$ cat src/rtl/mps_intr_ctrl.sv
`timescale 1ns/1ps
// -----------------------------------------------------------------------------
// mps_intr_ctrl
//   Interrupt aggregation controller for the serial-port block. It stretches
//   the core reset until the clock generator has been locked for RST_STRETCH
//   cycles and exposes a small register file (PENDING/ENABLE/HOLDOFF/CTRL/RAW).
//   It drives one host interrupt through an IDLE/ASSERT/HOLDOFF state machine
//   that supports level or single-pulse signalling with a programmable
//   hold-off between interrupts.
//
// Ports
//   aclk          core clock, rising edge
//   RST           asynchronous active-high reset
//   clk_locked    clock generator lock, synchronous to aclk
//   port_irq      per-port level interrupt requests [PORT_NUM]
//   reg_req       access request, held until reg_ack
//   reg_wr        1 = write, 0 = read
//   reg_addr      byte address, [4:2] decoded
//   reg_wdata     write data
//   reg_ack       one-cycle completion pulse
//   reg_rdata     read data, valid with reg_ack
//   reg_err       unmapped address flag, valid with reg_ack
//   aresetn_out   stretched active-low reset for downstream port logic
//   intr_request  aggregated interrupt towards the host synchroniser
// -----------------------------------------------------------------------------

// Protocol checks kept apart from the datapath; instantiated by the top.
module mps_intr_ctrl_chk (
  input logic aclk,
  input logic RST,
  input logic aresetn_out,
  input logic intr_request,
  input logic reg_ack,
  input logic reg_err
);

  ack_pulse_a : assert property (@(posedge aclk) disable iff (RST)
    reg_ack |=> !reg_ack);

  err_with_ack_a : assert property (@(posedge aclk) disable iff (RST)
    reg_err |-> reg_ack);

  // One edge of slack: the edge that drops aresetn_out still sees the old FSM.
  quiet_in_reset_a : assert property (@(posedge aclk) disable iff (RST)
    (!aresetn_out && $past(!aresetn_out)) |-> !intr_request);

endmodule

module mps_intr_ctrl #(
  parameter int unsigned PORT_NUM    = 8,
  parameter int unsigned RST_STRETCH = 64,
  parameter int unsigned HOLDOFF_W   = 16
) (
  input  logic                aclk,
  input  logic                RST,
  input  logic                clk_locked,
  input  logic [PORT_NUM-1:0] port_irq,
  input  logic                reg_req,
  input  logic                reg_wr,
  input  logic [4:0]          reg_addr,
  input  logic [31:0]         reg_wdata,
  output logic                reg_ack,
  output logic [31:0]         reg_rdata,
  output logic                reg_err,
  output logic                aresetn_out,
  output logic                intr_request
);

  localparam int unsigned STRETCH_W = $clog2(RST_STRETCH + 1);
  localparam logic [STRETCH_W-1:0] STRETCH_LAST = STRETCH_W'(RST_STRETCH - 1);
  localparam logic [STRETCH_W-1:0] STRETCH_ONE  = STRETCH_W'(1);
  localparam logic [HOLDOFF_W-1:0] HOLD_ONE     = HOLDOFF_W'(1);
  localparam logic [HOLDOFF_W-1:0] HOLD_ZERO    = HOLDOFF_W'(0);

  // Register map index (reg_addr[4:2])
  localparam logic [2:0] IDX_PENDING = 3'd0;
  localparam logic [2:0] IDX_ENABLE  = 3'd1;
  localparam logic [2:0] IDX_HOLDOFF = 3'd2;
  localparam logic [2:0] IDX_CTRL    = 3'd3;
  localparam logic [2:0] IDX_RAW     = 3'd4;

  typedef enum logic [1:0] {
    ST_IDLE    = 2'd0,
    ST_ASSERT  = 2'd1,
    ST_HOLDOFF = 2'd2
  } state_t;

  // ---------------------------------------------------------------------------
  // Declarations
  // ---------------------------------------------------------------------------
  logic [STRETCH_W-1:0] stretch_cnt_r;
  logic                 aresetn_r;
  logic                 srst_s;

  logic                 ack_r;
  logic [31:0]          rdata_r;
  logic                 err_r;
  logic                 acc_s;
  logic                 wr_s;
  logic [2:0]           idx_s;
  logic [31:0]          rd_data_s;
  logic                 rd_err_s;

  logic                 wr_pend_s;
  logic                 wr_en_s;
  logic                 wr_hold_s;
  logic                 wr_ctrl_s;
  logic [PORT_NUM-1:0]  pend_clr_s;

  logic [PORT_NUM-1:0]  pend_r;
  logic [PORT_NUM-1:0]  en_r;
  logic [HOLDOFF_W-1:0] holdoff_r;
  logic                 gen_r;
  logic                 mode_r;

  state_t               state_r;
  state_t               state_nxt_s;
  logic [HOLDOFF_W-1:0] hold_cnt_r;
  logic                 hold_load_s;
  logic                 act_s;
  logic                 gen_off_s;
  logic                 intr_r;

  logic                 unused_s;

  // ---------------------------------------------------------------------------
  // Reset stretcher
  // ---------------------------------------------------------------------------
  // Count locked cycles after reset release; any loss of lock restarts it.
  always_ff @(posedge aclk or posedge RST) begin
    if (RST) begin
      stretch_cnt_r <= '0;
      aresetn_r     <= 1'b0;
    end else if (!clk_locked) begin
      stretch_cnt_r <= '0;
      aresetn_r     <= 1'b0;
    end else if (!aresetn_r) begin
      if (stretch_cnt_r == STRETCH_LAST) begin
        aresetn_r <= 1'b1;
      end else begin
        stretch_cnt_r <= stretch_cnt_r + STRETCH_ONE;
      end
    end else begin
      stretch_cnt_r <= stretch_cnt_r;
      aresetn_r     <= aresetn_r;
    end
  end

  // Everything below RST is also held in reset while downstream reset is low.
  assign srst_s = ~aresetn_r;

  // ---------------------------------------------------------------------------
  // Register access decode
  // ---------------------------------------------------------------------------
  // A request is taken only when no ack is outstanding, so each access
  // completes exactly once even though reg_req is still high in that cycle.
  assign acc_s = reg_req & ~ack_r;
  assign wr_s  = acc_s & reg_wr & aresetn_r;
  assign idx_s = reg_addr[4:2];

  assign wr_pend_s = wr_s & (idx_s == IDX_PENDING);
  assign wr_en_s   = wr_s & (idx_s == IDX_ENABLE);
  assign wr_hold_s = wr_s & (idx_s == IDX_HOLDOFF);
  assign wr_ctrl_s = wr_s & (idx_s == IDX_CTRL);

  assign pend_clr_s = wr_pend_s ? reg_wdata[PORT_NUM-1:0] : {PORT_NUM{1'b0}};

  // Read mux and unmapped-address detection.
  always_comb begin
    rd_data_s = 32'd0;
    rd_err_s  = 1'b0;
    case (idx_s)
      IDX_PENDING: rd_data_s[PORT_NUM-1:0]  = pend_r;
      IDX_ENABLE:  rd_data_s[PORT_NUM-1:0]  = en_r;
      IDX_HOLDOFF: rd_data_s[HOLDOFF_W-1:0] = holdoff_r;
      IDX_CTRL:    rd_data_s[1:0]           = {mode_r, gen_r};
      IDX_RAW:     rd_data_s[PORT_NUM-1:0]  = port_irq;
      default:     rd_err_s                 = 1'b1;
    endcase
  end

  // Completion pulse; during internal reset accesses still finish but return 0.
  always_ff @(posedge aclk or posedge RST) begin
    if (RST) begin
      ack_r   <= 1'b0;
      rdata_r <= 32'd0;
      err_r   <= 1'b0;
    end else if (acc_s) begin
      ack_r <= 1'b1;
      if (srst_s) begin
        rdata_r <= 32'd0;
        err_r   <= 1'b0;
      end else begin
        rdata_r <= reg_wr ? 32'd0 : rd_data_s;
        err_r   <= rd_err_s;
      end
    end else begin
      ack_r   <= 1'b0;
      rdata_r <= 32'd0;
      err_r   <= 1'b0;
    end
  end

  // ---------------------------------------------------------------------------
  // Register file
  // ---------------------------------------------------------------------------
  // PENDING: a live request wins over a write-1-to-clear in the same cycle.
  always_ff @(posedge aclk or posedge RST) begin
    if (RST) begin
      pend_r    <= {PORT_NUM{1'b0}};
      en_r      <= {PORT_NUM{1'b0}};
      holdoff_r <= HOLD_ZERO;
      gen_r     <= 1'b0;
      mode_r    <= 1'b0;
    end else if (srst_s) begin
      pend_r    <= {PORT_NUM{1'b0}};
      en_r      <= {PORT_NUM{1'b0}};
      holdoff_r <= HOLD_ZERO;
      gen_r     <= 1'b0;
      mode_r    <= 1'b0;
    end else begin
      pend_r    <= (pend_r & ~pend_clr_s) | port_irq;
      en_r      <= wr_en_s   ? reg_wdata[PORT_NUM-1:0]  : en_r;
      holdoff_r <= wr_hold_s ? reg_wdata[HOLDOFF_W-1:0] : holdoff_r;
      gen_r     <= wr_ctrl_s ? reg_wdata[0]             : gen_r;
      mode_r    <= wr_ctrl_s ? reg_wdata[1]             : mode_r;
    end
  end

  // ---------------------------------------------------------------------------
  // Interrupt state machine
  // ---------------------------------------------------------------------------
  assign act_s     = gen_r & (|(pend_r & en_r));
  // Clearing GEN takes effect on the same edge that commits the write.
  assign gen_off_s = wr_ctrl_s & ~reg_wdata[0];

  // Next-state logic; the hold-off counter is loaded on entry to HOLDOFF.
  always_comb begin
    state_nxt_s = state_r;
    hold_load_s = 1'b0;
    case (state_r)
      ST_IDLE: begin
        if (act_s) begin
          state_nxt_s = ST_ASSERT;
        end else begin
          state_nxt_s = ST_IDLE;
        end
      end
      ST_ASSERT: begin
        // Pulse mode leaves after one cycle; level mode waits for act to drop.
        if (mode_r || !act_s) begin
          if (holdoff_r == HOLD_ZERO) begin
            state_nxt_s = ST_IDLE;
          end else begin
            state_nxt_s = ST_HOLDOFF;
            hold_load_s = 1'b1;
          end
        end else begin
          state_nxt_s = ST_ASSERT;
        end
      end
      ST_HOLDOFF: begin
        // Leaving on the edge that takes the count from 1 to 0.
        if (hold_cnt_r <= HOLD_ONE) begin
          state_nxt_s = ST_IDLE;
        end else begin
          state_nxt_s = ST_HOLDOFF;
        end
      end
      default: begin
        state_nxt_s = ST_IDLE;
      end
    endcase
    if (gen_off_s || !gen_r) begin
      state_nxt_s = ST_IDLE;
    end else begin
      state_nxt_s = state_nxt_s;
    end
  end

  // State register with registered interrupt output.
  always_ff @(posedge aclk or posedge RST) begin
    if (RST) begin
      state_r <= ST_IDLE;
      intr_r  <= 1'b0;
    end else if (srst_s) begin
      state_r <= ST_IDLE;
      intr_r  <= 1'b0;
    end else begin
      state_r <= state_nxt_s;
      intr_r  <= (state_nxt_s == ST_ASSERT);
    end
  end

  // Hold-off down-counter; later HOLDOFF writes only matter at the next load.
  always_ff @(posedge aclk or posedge RST) begin
    if (RST) begin
      hold_cnt_r <= HOLD_ZERO;
    end else if (srst_s) begin
      hold_cnt_r <= HOLD_ZERO;
    end else if (hold_load_s) begin
      hold_cnt_r <= holdoff_r;
    end else if ((state_r == ST_HOLDOFF) && (hold_cnt_r != HOLD_ZERO)) begin
      hold_cnt_r <= hold_cnt_r - HOLD_ONE;
    end else begin
      hold_cnt_r <= hold_cnt_r;
    end
  end

  // ---------------------------------------------------------------------------
  // Outputs
  // ---------------------------------------------------------------------------
  assign reg_ack      = ack_r;
  assign reg_rdata    = rdata_r;
  assign reg_err      = err_r;
  assign aresetn_out  = aresetn_r;
  assign intr_request = intr_r;

  // Byte-lane bits of the address and upper write-data bits are don't-care.
  assign unused_s = ^{reg_addr[1:0], reg_wdata};

  mps_intr_ctrl_chk u_chk (
    .aclk         (aclk),
    .RST          (RST),
    .aresetn_out  (aresetn_r),
    .intr_request (intr_r),
    .reg_ack      (ack_r),
    .reg_err      (err_r)
  );

endmodule

$ cat config.mk
export PLATFORM = sky130hd
export DESIGN_NAME = mps_intr_ctrl
export DESIGN_NICKNAME = d
export VERILOG_FILES = /design/src/rtl/mps_intr_ctrl.sv
export SDC_FILE = /design/constraint.sdc
export NUM_CORES = 1
export LEC_CHECK = 0
export ABC_AREA = 1
export BUFFER_PORTS_ARGS = -buffer_cell sky130_fd_sc_hd__buf_4
export CORE_ASPECT_RATIO = 1.25
export CORE_MARGIN = 3
export CORE_UTILIZATION = 55
export DETAILED_ROUTE_END_ITERATION = 10
export PLACE_DENSITY_LB_ADDON = 0.2
export SYNTH_ARGS = -nofsm -noshare
export SYNTH_HDL_FRONTEND = slang
export SYNTH_SLANG_ARGS = --single-unit
$ cat constraint.sdc
create_clock -name aclk -period 6.8 [get_ports aclk]
set_clock_uncertainty 0.1 [all_clocks]
set_input_delay 0.68 -clock aclk [delete_from_list [all_inputs] [get_ports aclk]]
set_output_delay 0.68 -clock aclk [all_outputs]
set_load 0.005 [all_outputs]
==> qor.txt, run 1 <==
Final Total Pwr = 879 µW
core footprint = 7530 µm²
worst r2r src = pend_r[4]
DRT antenna net count = 0
post-synth top area share = 0.457
CTS buffer count = 9
period utilisation layout = 0.346
total I/O pin count = 86
root buf cell = clkbuf_8
max_cap viols = 0
worst vdd ir = 0.148 mV
DRT Wirelength = 9.82 mm
Main synth FF type = dfrtp_1
Synth area leaders = dfrtp_1 46%, nand2_1 14%, inv_1 6.0%, nor2_1 4.6%, nand3_1 4.0%
crit path cell chain = nand2_1, nand2_1, nor2_1, nand2_1, nand2_2, nand3_4, a21oi_4, nand2_1, nand2_1
Post-synth top cells = 157 x nand2_1, 79 x dfrtp_1, 69 x inv_1, 53 x nor2_1, 35 x nand3_1
Slew headroom = 0.339
GP Congestion = 0.845
fmax = 0.425 GHz
IO Port Bufs = 51
Starting Density = 0.575
cell count after synthesis = 567
sequential area share after synthesis = 0.457
crit path launch type = register
Worst-path clk slew = 90 ps
critical path peak fanout = 34
DPL Wire Length = 6.94 mm
CTS Sinks = 79
status = finished, final reports clean
Layout area overhead = 13.2%
Final Cell Area = 4900 µm²
CTS max path bufs = 2
worst min path class = reg2reg
Setup CP Type = reg2reg
synthesized flop and latch total = 79
min cycle time layout = 2350 ps
power per cell area = 179 nW/µm²
crit path launch = pend_r[4]
Avg Cell Area, Syn = 7.63 µm²
drt drc = 0
WL/cell = 13.8 µm
Post-CTS Hold Fix Bufs = 0
worst-margin pin slew = 991 ps
Synth Warn # = 0
DRT iter0 DRCs = 195
# diodes = 0
Crit path required time = 7000 ps
grt ovf = 0
Post-synth EDFFs = 0
Slew Viols, Final = 0
WP buf/inv = 0
Lkg Pwr = 0.00251 µW
global-route wire length before repair = 16.6 mm
CTS-repair resized insts = 0
latest clock arrival within the worst-skew pair = 360 ps
hold path start = reg_ack
slowest stage cell, crit path = a21oi_4
most frequent cell after synthesis = nand2_1
family with the most delay on the worst path = simple AND/OR/NAND/NOR gates
vias per cell = 5.21
Setup crit end kind = register
Die Y = 105 µm
TritonCTS clock tree = yes
final hold vios = 0
placed instance area = 4700 µm²
Die X = 85.3 µm
Via Count = 3713
most area-hungry cell type in the Yosys netlist = dfrtp_1
Fillers = 708
RSZ-0062 raised after global routing = no
H-Tree Depth = 3
Final Worst Setup Slack = 4450 ps
initial antenna violation count = 0
Netlist cell types = 32
asr flop ratio synth = 1.00
largest stage delay on the critical path = 570 ps
Sum Neg Setup Slack = 0 ps
setup bufs post-CTS = 0
TritonRoute pass-1 iters = 5
largest net degree at the start of global routing = 80
synthesized area = 4330 µm²
pre-CTS WS = 4300 ps
share of layout cells above drive strength 1 = 0.155
fin nets = 669
Final setup violation count = 0
most frequent CP cell = nand2_1
Total GRT Usage = 0.232
crit path DAT = 2550 ps
Die ar. = 8980 µm²
vias in the first global route = 3728
# rows = 35
## state kept, by name, summed over array words and instances (netlist names)
| name | count |
|---|---|
| aresetn_out | 1 |
| en_r | 8 |
| gen_r | 1 |
| hold_cnt_r | 16 |
| holdoff_r | 16 |
| intr_request | 1 |
| mode_r | 1 |
| pend_r | 8 |
| reg_ack | 1 |
| reg_err | 1 |
| reg_rdata | 16 |
| state_r | 2 |
| stretch_cnt_r | 7 |
## cells by family (layout without fill, tap and decap cells)
| family | count (synthesis) | count (layout) | share of synthesized area |
|---|---|---|---|
| xor gates and xnor gates | 8 | 8 | 0.0162 |
| other | 1 | 16 | 0.000866 |
| buffers and inverters | 106 | 145 | 0.112 |
| DFF | 79 | 79 | 0.457 |
| and+or+nand+nor | 298 | 298 | 0.310 |
| AOI/OAI and AO/OA | 72 | 72 | 0.0960 |
| adders and majority gates | 3 | 3 | 0.00867 |
## worst paths after layout
path	cells past startpoint	end	slack [ps]
min reg2reg	1	reg_ack	370
min in group asynchronous	3	holdoff_r[9]	540
max in group asynchronous	3	hold_cnt_r[5]	5430
max reg2reg	9	hold_cnt_r[10]	4450
min	1	reg_ack	370
max	9	hold_cnt_r[10]	4450
## power by group
part | internal (µW) | switching (µW) | total, µW
logic | 16.2 | 26.6 | 42.8
clock network | 175 | 188 | 363
registers | 471 | 1.91 | 473
## worst reg2reg max path, delay by kind of cell (launching register included)
kind / cells / cell delay [ps]
simple gates: 8 / 1210
flops: 1 / 410
compound gates: 1 / 580
## metrics by stage
| step | util | cells | hold WS, ps |
|---|---|---|---|
| 4_1_cts | 0.651 | 713 | 368 |
| 5_1_grt | 0.651 | 713 | 384 |
| 3_3_place_gp | 0.624 | 697 | 353 |
| 6_report | 0.651 | 713 | 366 |
| 3_5_place_dp | 0.624 | 697 | 350 |
| 2_1_floorplan | - | 582 | 356 |
## area by class of cell
cell class / instances / area, µm² / share of cell area
inverter: 77 / 292 / 0.0595
clock inverter: 7 / 80.1 / 0.0163
clock buffer: 9 / 124 / 0.0253
sequential: 79 / 1980 / 0.403
timing repair buffer: 52 / 390 / 0.0797
multi-input combinational: 397 / 1920 / 0.392
tap: 92 / 115 / 0.0235
## cell usage in the layout (no fill, tap or decap), drive strengths merged, types with 7 or more instances in the layout
cell type	n
nand2	163
inv	80
dfrtp	79
nor2	61
buf	52
o21ai	40
nand3	38
nand4	21
conb	16
a21oi	14
nor3	10
o22ai	10
clkbuf	9
xor2	7
a211oi	7
## per-layer routing
layer	global-route usage	wire length, µm	share of wire
met4	0.118	225	0.023
met5	0	0	0
met3	0.0323	473	0.048
met2	0.387	4960	0.50
met1	0.291	4170	0.42
Power figures use the tool's default switching activity.
==> inputs of run 2 (changes only) <==
clock period = 2.25 ns   (was 6.8 ns; I/O delays follow)
==> run 2 against run 1 <==
Register-to-register slack worse by 4100 ps. Largest power group unchanged. Die area unchanged. Non-clock buffer count up 18. Critical path depth unchanged. Via count up 2.2%. Largest cell class unchanged. Flip-flop and latch count unchanged. Power rose to 2.9 times the previous value.
==> qor.txt, run 2 (synthesis results as in run 1) <==
core footprint = 7530 µm²
R2R Setup Slk = 310 ps
largest net degree at the start of global routing = 40
Die ar. = 8980 µm²
crit path DAT = 2130 ps
DRT iter0 DRCs = 205
worst min path class = in2reg
most frequent cells in the layout = 157 x nand2_1, 79 x dfrtp_1, 68 x inv_1
vias per cell = 5.19
Worst-path clk slew = 80 ps
Critical R2R Capture = hold_cnt_r[5]
critical path peak fanout = 20
most common cell after layout, fill and taps aside = nand2_1
Int Pwr = 1920 µW
global-route wire length before repair = 16.5 mm
RSZ-0062 raised after global routing = no
final hold vios = 0
r2r worst-path depth = 9
Net Sw Frac = 0.236
Seq pwr share = 0.569
TritonCTS clock tree = yes
Hold Path Stages = 3
status = finished, final reports clean
worst vdd ir = 0.403 mV
WL/cell = 13.4 µm
worst r2r src = pend_r[7]
Worst Hold Path EP = reg_ack
Die X = 85.3 µm
Sum Neg Setup Slack = 0 ps
Clk pwr share = 0.373
fmax = 0.516 GHz
Layout area overhead = 16.6%
Setup CP Type = reg2reg
CTS max path bufs = 2
share of layout cells above drive strength 1 = 0.163
DPL Wire Length = 7.08 mm
worst-margin pin slew = 674 ps
Via Count = 3796
Final setup violation count = 0
CTS Sinks = 79
Total GRT Usage = 0.229
placed instance area = 4780 µm²
Slew headroom = 0.550
vias in the first global route = 3646
period utilisation layout = 0.862
# rows = 35
setup bufs post-CTS = 0
CTS-repair resized insts = 0
power per cell area = 498 nW/µm²
latest clock arrival within the worst-skew pair = 350 ps
total I/O pin count = 86
DRT Wirelength = 9.80 mm
GP Congestion = 0.837
fin nets = 687
Psw = 594 µW
Setup crit end kind = register
Slew Viols, Final = 0
Gate power share = 0.059
TritonRoute pass-1 iters = 4
min cycle time layout = 1940 ps
hold path start = reg_req
drt drc = 0
IO Port Bufs = 51
crit path launch type = register
# diodes = 0
Post-CTS Hold Fix Bufs = 9
H-Tree Depth = 3
Final Cell Area = 5040 µm²
root buf cell = clkbuf_8
initial antenna violation count = 0
Lkg Pwr = 0.00258 µW
Final Total Pwr = 2510 µW
Crit path required time = 2440 ps
Starting Density = 0.575
Fillers = 635
CTS buffer count = 9
Die Y = 105 µm
DRT antenna net count = 0
max_cap viols = 0
grt ovf = 0
[run 2: critical path, stage by stage (launching register included)]
cell and delay, ps:
dfrtp_1 400, nand2_1 80, nand2_1 50, nor2_1 120
nand2_1 120, nand2_2 110, nand3_4 210, a21oi_4 500
nand2_1 110, nand2_1 80
[run 2: worst max path at each step]
stage	end	start	slack, ps	cells after the start
after floorplan	hold_cnt_r[8]	hold_cnt_r[0]	610	10
after global placement	hold_cnt_r[13]	pend_r[4]	360	9
after detailed placement	hold_cnt_r[3]	pend_r[4]	320	9
after CTS	hold_cnt_r[9]	pend_r[4]	300	9
after global routing	hold_cnt_r[9]	en_r[4]	120	9
final	hold_cnt_r[5]	pend_r[7]	310	9
[run 2: power by group through the flow]
stage	Clock, µW	Combinational [µW]	Sequential (µW)
after CTS	956	147	1430
after floorplan	0	80.4	1460
after global placement	0	133	1460
final	937	147	1430
after detailed placement	0	135	1460
after global routing	1030	165	1430
[run 2: stage by stage]
step           instances  setup slack (ps)  hold WS (ps)   util
2_1_floorplan        582               609           240      -
3_5_place_dp         706               322           221  0.635
5_1_grt              731               119          11.8  0.670
6_report             731               312          29.1  0.670
3_3_place_gp         706               362           220  0.635
4_1_cts              731               296          21.4  0.670
[run 2: cell type report]
cell class / count / area, µm² / area share
flip-flops and latches: 79 / 1980 / 0.392
multi-input cells: 397 / 1920 / 0.381
repair buffers: 70 / 561 / 0.111
inverters: 77 / 295 / 0.0585
clock buffers: 11 / 141 / 0.0280
well taps: 92 / 115 / 0.0228
clock inverters: 5 / 32.5 / 0.00645
[run 2: metal layers]
metal  up-vias  share of wire  track usage
met5         -              0            0
met3        19          0.046       0.0450
met1      1765           0.43        0.293
met4         0          0.022       0.0758
met2        92           0.50        0.385
li1       1920              -            -
